==> src/rtl/sha_word_collector.sv <==
// sha_word_collector
// Serial-to-parallel word collector for the SHA output stage. Digest words
// arrive one per cycle over a valid/ready handshake and are packed into one
// wide frame, which is held until downstream accepts it. Frames may be cut
// short with in_last; clear flushes any partial or pending frame.
//
// Ports:
//   clk, rst              rising-edge clock, async active-high reset
//   clear                 synchronous flush (highest priority)
//   in_valid/in_ready     upstream handshake, in_word data, in_last early close
//   out_valid/out_ready   downstream handshake for the assembled frame
//   out_data              frame, slot s at bits [(s+1)*WORD_W-1 : s*WORD_W]
//   out_count             number of words in the presented frame
//   out_short             frame was closed by in_last before NUM_WORDS words
module sha_word_collector #(
    parameter int WORD_W    = 32,
    parameter int NUM_WORDS = 8,
    parameter bit MSW_FIRST = 1'b1,
    localparam int CW       = $clog2(NUM_WORDS + 1),
    localparam int FRAME_W  = WORD_W * NUM_WORDS
) (
    input  logic               clk,
    input  logic               rst,
    input  logic               clear,
    input  logic               in_valid,
    output logic               in_ready,
    input  logic [WORD_W-1:0]  in_word,
    input  logic               in_last,
    output logic               out_valid,
    input  logic               out_ready,
    output logic [FRAME_W-1:0] out_data,
    output logic [CW-1:0]      out_count,
    output logic               out_short
);

    typedef enum logic {
        FILL = 1'b0,
        FULL = 1'b1
    } state_t;

    localparam logic [CW-1:0] LAST_IDX = CW'(NUM_WORDS - 1);

    state_t               state_q, state_d;
    logic [CW-1:0]        cnt_q, cnt_d;
    logic [FRAME_W-1:0]   data_q, data_d;
    logic [CW-1:0]        count_q, count_d;
    logic                 short_q, short_d;

    logic                 accept;
    logic [CW-1:0]        base_cnt;
    logic [CW-1:0]        slot;

    // A full collector still accepts a word when the pending frame is being
    // taken in the same cycle, giving bubble-free back-to-back frames.
    assign in_ready = (state_q == FILL) || out_ready;
    assign accept   = in_valid && in_ready;

    always_comb begin
        state_d  = state_q;
        cnt_d    = cnt_q;
        data_d   = data_q;
        count_d  = count_q;
        short_d  = short_q;
        base_cnt = cnt_q;
        slot     = '0;

        if (clear) begin
            state_d = FILL;
            cnt_d   = '0;
            data_d  = '0;
            count_d = '0;
            short_d = 1'b0;
        end else begin
            // Consuming the pending frame frees the collector; a word accepted
            // in the same cycle starts a new frame at arrival index 0.
            if (state_q == FULL && out_ready) begin
                state_d  = FILL;
                cnt_d    = '0;
                base_cnt = '0;
            end

            if (accept) begin
                slot = MSW_FIRST ? (LAST_IDX - base_cnt) : base_cnt;
                // The first word of a frame wipes stale slots so short frames
                // present zeros in the positions that never got filled.
                if (base_cnt == '0) begin
                    data_d = '0;
                end
                for (int s = 0; s < NUM_WORDS; s++) begin
                    if (slot == CW'(s)) begin
                        data_d[s*WORD_W +: WORD_W] = in_word;
                    end
                end

                if (base_cnt == LAST_IDX || in_last) begin
                    state_d = FULL;
                    cnt_d   = '0;
                    count_d = base_cnt + 1'b1;
                    short_d = (base_cnt != LAST_IDX);
                end else begin
                    cnt_d   = base_cnt + 1'b1;
                end
            end
        end
    end

    always_ff @(posedge clk or posedge rst) begin
        if (rst) begin
            state_q <= FILL;
            cnt_q   <= '0;
            data_q  <= '0;
            count_q <= '0;
            short_q <= 1'b0;
        end else begin
            state_q <= state_d;
            cnt_q   <= cnt_d;
            data_q  <= data_d;
            count_q <= count_d;
            short_q <= short_d;
        end
    end

    assign out_valid = (state_q == FULL);
    assign out_data  = data_q;
    assign out_count = count_q;
    assign out_short = short_q;

endmodule

==> config.mk <==
export PLATFORM = sky130hd
export DESIGN_NAME = sha_word_collector
export DESIGN_NICKNAME = d
export VERILOG_FILES = /design/src/rtl/sha_word_collector.sv
export SDC_FILE = /design/constraint.sdc
export NUM_CORES = 1
export LEC_CHECK = 0
export ABC_AREA = 1
export CORE_MARGIN = 4
export CORE_UTILIZATION = 40
export DETAILED_ROUTE_END_ITERATION = 7
export PLACE_DENSITY = 0.76
export REMOVE_ABC_BUFFERS = 1
export SYNTH_ARGS = -nofsm -noshare
export SYNTH_HDL_FRONTEND = slang
export SYNTH_SLANG_ARGS = --single-unit
==> constraint.sdc <==
create_clock -name clk -period 15.9 [get_ports clk]
set_clock_uncertainty 0.15 [all_clocks]
set_input_delay 1.59 -clock clk [delete_from_list [all_inputs] [get_ports clk]]
set_output_delay 1.59 -clock clk [all_outputs]
set_load 0.05 [all_outputs]
# Word-level counts from Yosys, hierarchy flattened
# Index checks and enable logic that the tools add are counted.
# word_totals
reg_bits,266
in_bits,38
out_inout_bits,263
elab_cells,75
# classes
n_addsub,2
eq_ne,9
n_mux,26
bitwise,1
reduce_logical,25
# ops
operator,n
256-bit 2-to-1 mux,3
32-bit 2-to-1 mux,8
4-bit 2-to-1 mux,8
3-bit nonzero test,8
4-bit by 3-bit equality test with 1-bit output (second input constant),5
2-bit AND reduction,9
4-bit by 2-bit equality test with 1-bit output (second input constant),2
4-bit logical NOT,2
1-bit 2-to-1 mux,7
4-bit by 1-bit adder with 4-bit output (second input constant),1
4-bit by 1-bit equality test with 1-bit output (second input constant),1
4-bit by 3-bit inequality test with 1-bit output (second input constant),1
2-bit nonzero test,2
3-bit by 4-bit subtractor with 4-bit output (first input constant),1
1-bit logical AND,2
1-bit logical OR,2
1-bit inverter,1

# Longest topological paths before layout
# Gate-level depths: netlist of run 1.
# depth
word_depth,8
depth_mapped,10
mapped_depth_nobuf,9

# Worst setup path before layout of run 1
# OpenSTA, ideal clock, no wires.
# synth_path
path_kind,input to output
startpoint,input port out_ready
endpoint,output port in_ready
arrival_ns,1.962
t_required_ns,14.160
slack_ns,12.198
path_stages,2
path_buffers,0
path_cell_list,inv_2 nand2_1
# synth_between
elab_chain_cells,1
# synth_rtl
item,line_no,rtl
start: declaration,30,"input logic out_ready,"
1-bit logical OR,55,assign in_ready = (state_q == FILL) || out_ready;
end: declaration,26,"output logic in_ready,"
# Every way passes these cells.

# Worst setup path after layout of run 1
# layout_path
startpoint,input port out_ready
endpoint,"register data_q[160], in the netlist out_data[160]"
# layout_between
elab_chain_cells,8
elab_cells_between_ends,14
classes_between,1 x add/sub; 1 x eq/ne; 5 x mux; 7 x reduce/logical
# layout_rtl
item,line_no,rtl
1-bit logical AND,76,if (state_q == FULL && out_ready) begin
4-bit 2-to-1 mux,-,
4-bit 2-to-1 mux,67,if (clear) begin
3-bit by 4-bit subtractor with 4-bit output,83,slot = MSW_FIRST ? (LAST_IDX - base_cnt) : base_cnt;
4-bit by 3-bit equality test with 1-bit output,90,if (slot == CW'(s)) begin
32-bit 2-to-1 mux,90,
256-bit 2-to-1 mux,82,if (accept) begin
256-bit 2-to-1 mux,67,
end signal: assignment,117,data_q <= data_d;
end: declaration,45,"logic [FRAME_W-1:0] data_q, data_d;"
# Several ways; a longest one is shown, not always the timed one. The select of a mux whose other input is x is not followed.
# A chain may end at the register's enable or synchronous reset.

==> impl_results.md, run 1 <==
- Outcome: finished clean
- Max transition margin: 19.8%
- Initial antenna violation count: 0
- Number of hold buffers added after CTS: 0
- Post-CTS setup buffers: 0
- Number of I/O port buffers: 300
- Detail-routed net length per standard cell: 20.8 µm
- Final setup TNS: 0 ps
- Clock-pin transition on the worst setup and hold timing paths: 60 ps
- Combined area of the multi-input logic cells: 4330 µm²
- Proportion of layout cells with a drive suffix above 1: 3.34%
- Cell occurring most often along the worst timing path: nand2_1
- Total number of vias: 10,900
- Total of endpoints with negative setup slack in the final report: 0
- Most used cells in the layout excluding fill and tap cells: nand2_1, clkdlybuf4s50_1, dfrtp_1
- Final clock period utilization by the worst path: 34.1%
- Final slew viol count: 0
- Leakage power figure: 7.70 nW
- Worst setup path category: in2reg
- Fmax: 185 MHz
- Antenna-violating nets left: 0
- Buffer and inverter count on the worst path: 2
- Worst hold path depth: 2
- Insertion delay to the later sink of the worst-skew pair: 550 ps
- CTS Buf Count: 29
- Max stage delay cell, worst path: nand2_1
- Maximum capacitance violations: 0
- Total Routed Length: 42,800 µm
- Number of levels the H-tree was split into: 1
- Gpl congestion: 0.835
- IR Drop Worst-Case VDD: 69.5 µV
- Area growth from synthesis to layout: 35.3%
- Number of nets in the layout: 1,701
- CP required: 16,180 ps
- Root Buffer: clkbuf_16
- Hold Path Class: reg2reg
- Max Fanout on Critical Path: 97
- Core box area: 28,000 µm²
- Placed Instances: 2,010
- Max incr delay on CP: 880 ps
- Detailed-router iteration count before antenna repair: 6
- Die area: 31,400 µm²
- Internal reg-to-reg setup slack: 11,590 ps
- Cells along the critical path: clkdlybuf4s50_1, nand2_2, o21ai_1, nand2_2, nand2_1, nand2_4, buf_4, nand2_1, nand2_1, nand2_1
- Vias in the first global route: 10,300
- Number of cells upsized or downsized after cts: 0
- Ant diodes: 0
- Clock Sinks: 266
- Largest net degree at the start of global routing: 117
- Terminating pin of the worst hold path: out_data[204]
- HP Start: out_data[204]
- Most common library cell in the layout ignoring fill and taps: nand2_1
- Via count normalized by instance count: 5.29
- GRT overflow: 0
- Syn. warnings: 0
- Starting utilization of the core area: 40.8%
- Bufs on Longest Clock Path: 3
- Row Count: 61
- TritonCTS clock tree: built
- Endpoint class of the critical path: register
- Critical path arrival: 5700 ps
- Register area share after synthesis: 58.2%
- Transition at the pin with the smallest max-transition slack: 1200 ps
- Global-route wire length before repair: 63,100 µm
- Violation count after the first detailed-route iteration: 1,540
- CP Launch Type: input pin
- Post-Syn Instances: 1,416
- RSZ-0062 raised after global routing: false
- Post-synthesis sequential element count: 266
- Sum of net half-perimeters after detailed placement: 27,000 µm
- Number of cells in the finished layout apart from fillers: 2,057
- Netlist Area Pre-Place: 11,400 µm²
- Cell class contributing the biggest share of worst-path delay: simple AND/OR/NAND/NOR gates
- Total power: 0.00161 W
- Synth Area per Inst: 8.08 µm²
- Startpoint of the worst register-to-register path: out_valid
- FILL cells: 2,521
- Register area: 6660 µm²
- Width of the die: 177 µm
- Total Routing Usage GR: 26.4%
- Synth cell types: 24
- Post-route DRC violation count: 0
- Worst reg-to-reg path cell count: 9
- I/O pin count: 301
- Number of endpoints with negative hold slack in the final report: 0
- Die Ht: 177 µm
- Final min period: 5420 ps
- Endpoint of the worst register-to-register path: out_data[160]
- Pwr dens: 104 nW/µm²
worst max-delay path by stage:
stage | endpoint | from | cells past startpoint | slack, ps
2_1_floorplan | cnt_q[0] | rst | 1 | 6830
3_3_place_gp | out_data[123] | out_ready | 10 | 10110
3_5_place_dp | out_data[121] | out_ready | 10 | 10020
4_1_cts | out_data[116] | out_ready | 10 | 10590
5_1_grt | out_data[53] | out_ready | 10 | 10200
6_report | out_data[160] | out_ready | 10 | 10480
power breakdown:
group          internal (W)  total [W]  switching (W)  leakage (nW)
combinational     0.0000559   0.000251       0.000195          3.58
clock              0.000386   0.000654       0.000268         0.436
sequential         0.000695   0.000709      0.0000139          3.69
total               0.00114    0.00161       0.000477          7.70
registers in the layout, indices dropped and copies added, names as in the netlist:
register,cells
cnt_q,4
out_valid,1
out_count,4
out_data,256
out_short,1
final cells by class:
cell class / instances / share of cell area (%)
Clock buffer: 43 / 5.29
Clock inverter: 4 / 0.566
Inverter: 9 / 0.267
Multi-Input combinational cell: 1048 / 28.0
Sequential cell: 266 / 43.0
Tap cell: 378 / 3.06
Timing Repair Buffer: 309 / 19.8
stage by stage:
stage | hold WS (ps) | util (%) | setup WS [ps] | area (µm²)
final | 319 | 55.3 | 10480 | 15500
after global routing | 340 | 55.3 | 10200 | 15500
after CTS | 322 | 55.3 | 10590 | 15500
after detailed placement | 307 | 52.0 | 10020 | 14600
after global placement | 304 | 52.0 | 10110 | 14600
after floorplan | 476 | - | 6830 | 11000
worst reg2reg max path, cell delays in order, from the launching register on:
cell and delay, ps:
dfrtp_1 420, nand2_2 180, o21ai_1 150, nand2_2 600, nand2_1 210, nand2_4 370, buf_4 800, nand2_1 970
nand2_1 280, nand2_1 70
cells in the mapped netlist:
library cell / n / share of area, %
a21oi_1: 3 / 0.13
buf_1: 12 / 0.39
buf_2: 43 / 1.9
buf_4: 3 / 0.20
buf_6: 1 / 0.098
clkbuf_1: 34 / 1.1
clkinv_1: 1 / 0.033
dfrtp_1: 266 / 58
inv_1: 7 / 0.23
inv_2: 1 / 0.033
nand2_1: 651 / 21
nand2_2: 2 / 0.11
nand2_4: 1 / 0.098
nand3_1: 112 / 4.9
nand3_2: 1 / 0.088
nand3b_1: 1 / 0.066
nand4_1: 33 / 1.8
nor2_1: 204 / 6.7
nor2_4: 1 / 0.098
o21ai_0: 4 / 0.18
o21ai_1: 1 / 0.044
o21ai_2: 1 / 0.077
o31ai_1: 32 / 2.1
xnor2_1: 1 / 0.077
layer usage:
layer  part of all wire, %  global-route usage, %  vias up
met5                     0                      0        -
met4                   3.9                   9.32        0
met3                    11                   5.85       97
met2                    45                   41.2      631
met1                    40                   36.8     5202
li1                      -                      -     4948
kinds of logic (layout without fill, tap and decap cells):
logic type	after synthesis	count (layout)	share of synthesized area, %
compound gates	41	41	2.53
xor+xnor	1	1	0.0766
buf+inv	102	365	3.98
flops	266	266	58.2
simple gates	1006	1006	35.2
(Power assumes the default switching activity.)
==> inputs of run 2 (changes only) <==
--- a/config.mk
+++ b/config.mk
@@ -9,7 +9,7 @@
 export CORE_MARGIN = 4
 export CORE_UTILIZATION = 40
 export DETAILED_ROUTE_END_ITERATION = 7
-export PLACE_DENSITY = 0.76
+export PLACE_DENSITY = 0.78
 export REMOVE_ABC_BUFFERS = 1
 export SYNTH_ARGS = -nofsm -noshare
 export SYNTH_HDL_FRONTEND = slang
==> constraint.sdc (replaced) <==
create_clock -name clk -period 4.9 [get_ports clk]
set_clock_uncertainty 0.15 [all_clocks]
set_input_delay 0.49 -clock clk [delete_from_list [all_inputs] [get_ports clk]]
set_output_delay 0.49 -clock clk [all_outputs]
set_load 0.05 [all_outputs]
==> run 2 against run 1 <==
Net effect: routed wire length is 0.17% lower; via count hardly changed; flip-flop and latch count stayed put; largest cell class unchanged; largest power group unchanged; global-route usage is 0.16 points higher; count of clock-buffer cells in the layout is 3 lower.
==> impl_results.md, run 2 (synthesized netlist as in run 1, its figures left out) <==
- Origin of the worst setup path: clear
- Met2 track demand over resource: 41.6% (+0.40 points)
- Vias in the first global route: 10,300 (+0.47%)
- Hold WS: 319 ps (+0.812 ps)
- Gpl congestion: 0.829 (-0.77%)
- Number of nets in the layout: 1,708 (+0.41%)
- Total Routing Usage GR: 26.6% (+0.16 points)
- Max stage delay cell, worst path: nand2_1
- Number of levels the H-tree was split into: 1 (unchanged)
- Initial antenna violation count: 0 (unchanged)
- Pwr dens: 344 nW/µm² (+230%)
- CP required: 5170 ps (-11,010 ps)
- Most used cells in the layout excluding fill and tap cells: nand2_1, clkdlybuf4s50_1, dfrtp_1
- Number of hold buffers added after CTS: 0 (unchanged)
- Proportion of layout cells with a drive suffix above 1: 4.09% (+0.75 points)
- IR Drop Worst-Case VDD: 214 µV (+210%)
- Detailed-router iteration count before antenna repair: 6 (unchanged)
- Row Count: 61 (unchanged)
- Number of flip-flops in the largest register: 256 (unchanged)
- Maximum capacitance violations: 0 (unchanged)
- Insertion delay to the later sink of the worst-skew pair: 540 ps (about the same)
- Final clock period utilization by the worst path: 64.9%
- Detail-routed net length per standard cell: 20.7 µm (-0.60%)
- I/O pin count: 301 (unchanged)
- Cells along the critical path: clkdlybuf4s50_1, inv_2, buf_4, nand2_1, nand2_4, nand2_1, nand2_1, nand2_1
- Routing usage on met3: 6.73% (+0.88 points)
- Ant diodes: 0 (unchanged)
- Max Fanout on Critical Path: 76 (-22%)
- Global-route wire length before repair: 63,400 µm (+0.50%)
- Outcome: finished clean
- Endpoint class of the critical path: register
- Worst setup timing slack at the placement stage: 1210 ps (-8810 ps)
- Number of I/O port buffers: 300 (unchanged)
- Max incr delay on CP: 810 ps (-70 ps)
- CTS Buf Count: 29 (unchanged)
- TritonCTS clock tree: built
- Worst setup path category: in2reg
- Area growth from synthesis to layout: 36.4%
- CP Launch Type: input pin
- Root Buffer: clkbuf_16
- Transition at the pin with the smallest max-transition slack: 1140 ps (-65.3 ps)
- Final min period: 3180 ps
- Fmax: 315 MHz
- Total number of vias: 10,900 (-0.092%)
- Final core utilization: 55.7% (+0.46 points)
- Antenna-violating nets left: 0 (unchanged)
- Most common library cell in the layout ignoring fill and taps: nand2_1
- Cell area after placement: 14,600 µm² (+0.45%)
- Die area: 31,400 µm² (unchanged)
- Number of endpoints with negative hold slack in the final report: 0 (unchanged)
- Max transition margin: 24.1% (+4.4 points)
- Final instance area: 15,600 µm² (+0.82%)
- Sum of net half-perimeters after detailed placement: 26,800 µm (-0.80%)
- Total of endpoints with negative setup slack in the final report: 0 (unchanged)
- Clock Sinks: 266 (unchanged)
- Critical path arrival: 3450 ps (-2250 ps)
- Hold Path Class: in2async
- Leakage power figure: 7.77 nW (+0.96%)
- Via count normalized by instance count: 5.26 (-0.53%)
- Post-route DRC violation count: 0 (unchanged)
- GRT overflow: 0 (unchanged)
- FILL cells: 2,482 (-1.5%)
- Width of the die: 177 µm (unchanged)
- Post-CTS setup buffers: 0 (unchanged)
- Post-route setup slack: 1720 ps (-8760 ps)
- Clock-pin transition on the worst setup and hold timing paths: 60 ps (about the same)
- Startpoint of the worst register-to-register path: out_valid
- Total Routed Length: 42,800 µm (-0.17%)
- Largest net degree at the start of global routing: 112 (-4.3%)
- Final slew viol count: 0 (unchanged)
- Number of cells upsized or downsized after cts: 0 (unchanged)
- Cell occurring most often along the worst timing path: nand2_1
- Die Ht: 177 µm (unchanged)
- Bufs on Longest Clock Path: 3 (unchanged)
- Starting utilization of the core area: 40.8% (unchanged)
- Busiest metal layer after global routing: met2
- Core box area: 28,000 µm² (unchanged)
- Violation count after the first detailed-route iteration: 1,301 (-16%)
- RSZ-0062 raised after global routing: false
- Routing usage on met1: 36.0% (-0.76 points)
-- run 2: routing by layer --
layer / vias up / part of all wire [%]
met4: 0 / 4.5
met5: - / 0
met2: 620 / 45
met3: 109 / 9.9
li1: 4969 / -
met1: 5170 / 40
-- run 2: power breakdown --
| group | internal, W | total [W] | switching, W | leakage, nW |
|---|---|---|---|---|
| Sequential | 0.00226 | 0.00230 | 0.0000408 | 3.69 |
| Combinational | 0.000188 | 0.000830 | 0.000641 | 3.61 |
| Clock | 0.00136 | 0.00225 | 0.000882 | 0.473 |
-- run 2: layout make-up --
class / count / area (µm²) / area share, %
well taps: 378 / 473 / 3.03
repair buffers: 316 / 3140 / 20.1
clock inverters: 9 / 151 / 0.970
clock buffers: 40 / 817 / 5.24
inverters: 9 / 41.3 / 0.265
flip-flops and latches: 266 / 6660 / 42.7
multi-input cells: 1048 / 4330 / 27.7
-- run 2: worst paths after layout --
path                                 end  slack (ps)  cells after the start
setup / recovery           out_data[160]        1720                      8
hold / removal             out_data[145]         320                      2
setup reg to reg           out_data[160]        1890                      7
hold reg to reg            out_data[140]         320                      2
max in group asynchronous  out_data[194]        3010                      3
min in group clk           out_data[140]         320                      2
-- run 2: metrics by stage --
step | TNS (ps) | total power, W | std cells
after floorplan | -815360 | 0.00281 | 1323
after global placement | 0 | 0.00315 | 2017
after detailed placement | 0 | 0.00316 | 2017
after CTS | 0 | 0.00540 | 2066
after global routing | 0 | 0.00555 | 2066
final | 0 | 0.00537 | 2066
-- run 2: worst max-delay path: cells and delay by family --
family | cells | cell delay [ps]
and+or+nand+nor | 5 | 1820
buffers and inverters | 3 | 1100
==> inputs of run 3 (changes only) <==
==> constraint.sdc (replaced) <==
create_clock -name clk -period 2.7 [get_ports clk]
set_clock_uncertainty 0.15 [all_clocks]
set_input_delay 0.27 -clock clk [delete_from_list [all_inputs] [get_ports clk]]
set_output_delay 0.27 -clock clk [all_outputs]
set_load 0.05 [all_outputs]
==> run 3 against run 2 <==
Net effect: count of clock-buffer cells in the layout down 2; clock power grew 74%; final area is 3.2% higher; largest power group unchanged; critical path type is now reg2out; sequential power is 82% higher.
==> impl_results.md, run 3 (synthesized netlist as in run 1, its figures left out) <==
- Final slew viol count: 0 (unchanged)
- Bufs on Longest Clock Path: 3 (unchanged)
- Via count normalized by instance count: 5.22 (-0.68%)
- Detail-routed net length per standard cell: 20.3 µm (-2.1%)
- Total Routing Usage GR: 26.6% (about the same)
- Max Fanout on Critical Path: 4 (-95%)
- Total of endpoints with negative setup slack in the final report: 0 (unchanged)
- Critical path arrival: 1960 ps (-1490 ps)
- Number of I/O port buffers: 300 (unchanged)
- IR Drop Worst-Case VDD: 393 µV (+84%)
- Largest net degree at the start of global routing: 75 (-33%)
- Number of levels the H-tree was split into: 1 (unchanged)
- Final min period: 2380 ps
- Post-CTS setup buffers: 0 (unchanged)
- Cell depth of the worst setup path: 2 (-6)
- Sum of net half-perimeters after detailed placement: 28,400 µm (+6.0%)
- Number of hold buffers added after CTS: 0 (unchanged)
- CTS Buf Count: 28 (-3.4%)
- Root Buffer: clkbuf_16
- CP required: 2280 ps (-2890 ps)
- Most common library cell in the layout ignoring fill and taps: nand2_1
- Portion of total power attributed to the clock network: 40.3% (-1.5 points)
- Row Count: 61 (unchanged)
- Core box area: 28,000 µm² (unchanged)
- Detailed-router iteration count before antenna repair: 7 (+1)
- Global-route wire length before repair: 63,800 µm (+0.61%)
- Initial antenna violation count: 0 (unchanged)
- Net switching power figure: 0.00287 W (+83%)
- Gpl congestion: 0.853 (+2.9%)
- Insertion delay to the later sink of the worst-skew pair: 550 ps (about the same)
- Outcome: finished clean
- Clock Sinks: 266 (unchanged)
- Ant diodes: 0 (unchanged)
- Sequential group share of total power: 43.0% (+0.2 points)
- Area growth from synthesis to layout: 40.7%
- Transition at the pin with the smallest max-transition slack: 649 ps (-486 ps)
- Worst setup path category: reg2out
- RSZ-0062 raised after global routing: false
- Proportion of layout cells with a drive suffix above 1: 7.06% (+3.0 points)
- Final setup TNS: 0 ps (unchanged)
- Cells along the critical path: nand2_1, clkdlybuf4s50_1
- Total Routed Length: 43,000 µm (+0.49%)
- Internal reg-to-reg setup slack: 530 ps (-1360 ps)
- Starting utilization of the core area: 40.8% (unchanged)
- Internal power: 0.00685 W (+80%)
- Leakage power figure: 8.06 nW (+3.6%)
- Max incr delay on CP: 830 ps (+20 ps)
- Total number of vias: 11,100 (+2.0%)
- Violation count after the first detailed-route iteration: 1,201 (-7.7%)
- Endpoint of the worst register-to-register path: out_data[123]
- GRT overflow: 0 (unchanged)
- Hold Path Class: in2async
- Max transition margin: 56.6% (+32 points)
- TritonCTS clock tree: built
- Clock-pin transition on the worst setup and hold timing paths: 60 ps (about the same)
- Combinational share of power: 16.8% (+1.4 points)
- Number of endpoints with negative hold slack in the final report: 0 (unchanged)
- Pwr dens: 604 nW/µm² (+75%)
- Final core utilization: 57.5% (+1.8 points)
- Sw frac: 29.5% (+0.41 points)
- Width of the die: 177 µm (unchanged)
- Number of cells upsized or downsized after cts: 0 (unchanged)
- I/O pin count: 301 (unchanged)
- CP Launch Type: register
- Fmax: 421 MHz
- Die area: 31,400 µm² (unchanged)
- Vias in the first global route: 10,600 (+2.7%)
- Endpoint class of the critical path: output pin
- Most used cells in the layout excluding fill and tap cells: nand2_1, clkdlybuf4s50_1, dfrtp_1
- Number of flip-flops in the largest register: 256 (unchanged)
- Final clock period utilization by the worst path: 88.0%
- Buffer and inverter count on the worst path: 1 (-2)
- Post-route DRC violation count: 0 (unchanged)
- Worst reg-to-reg path cell count: 9 (+2)
- Die Ht: 177 µm (unchanged)
- Cell class contributing the biggest share of worst-path delay: buffers and inverters
- Antenna-violating nets left: 0 (unchanged)
- Maximum capacitance violations: 0 (unchanged)
- Number of nets in the layout: 1,760 (+3.0%)
- FILL cells: 2,453 (-1.2%)
- Max stage delay cell, worst path: clkdlybuf4s50_1
- Startpoint of the worst register-to-register path: out_valid
[run 3: layout make-up]
class / instances / area [µm²] / area share [%]
Clock inverter: 13 / 148 / 0.917
Timing Repair Buffer: 369 / 3670 / 22.8
Tap cell: 378 / 473 / 2.94
Multi-Input combinational cell: 1048 / 4330 / 26.9
Inverter: 9 / 41.3 / 0.256
Sequential cell: 266 / 6660 / 41.3
Clock buffer: 38 / 779 / 4.84
[run 3: how the worst max path moves through the flow]
stage          startpoint             to
6_report        out_valid       in_ready
5_1_grt         out_valid       in_ready
4_1_cts         out_valid       in_ready
3_5_place_dp    out_ready  out_data[123]
3_3_place_gp    out_ready  out_data[116]
2_1_floorplan         rst       cnt_q[0]
[run 3: power groups by stage]
stage	registers [W]	clock network, W	logic, W
6_report	0.00418	0.00391	0.00163
5_1_grt	0.00418	0.00411	0.00172
4_1_cts	0.00417	0.00396	0.00162
3_5_place_dp	0.00424	0	0.00162
3_3_place_gp	0.00424	0	0.00161
2_1_floorplan	0.00459	0	0.000499
[run 3: per-stage QoR]
stage          instances  hold WS [ps]  power [W]  area [µm²]  worst slack [ps]
2_1_floorplan       1323           183    0.00509       11000             -5050
3_3_place_gp        2070           302    0.00585       15200               284
3_5_place_dp        2070           308    0.00586       15200               216
4_1_cts             2121          87.7    0.00975       16100               321
5_1_grt             2121           118     0.0100       16100               251
6_report            2121          75.8    0.00972       16100               324
[run 3: metal layers]
| layer | track usage (%) | wire, µm | share of wire, % | vias up |
|---|---|---|---|---|
| met5 | 0 | 0 | 0 | - |
| met4 | 12.6 | 2560 | 5.9 | 0 |
| met3 | 7.14 | 4740 | 11 | 127 |
| met2 | 41.0 | 19100 | 44 | 607 |
| met1 | 35.1 | 16600 | 39 | 5277 |
| li1 | - | - | - | 5070 |
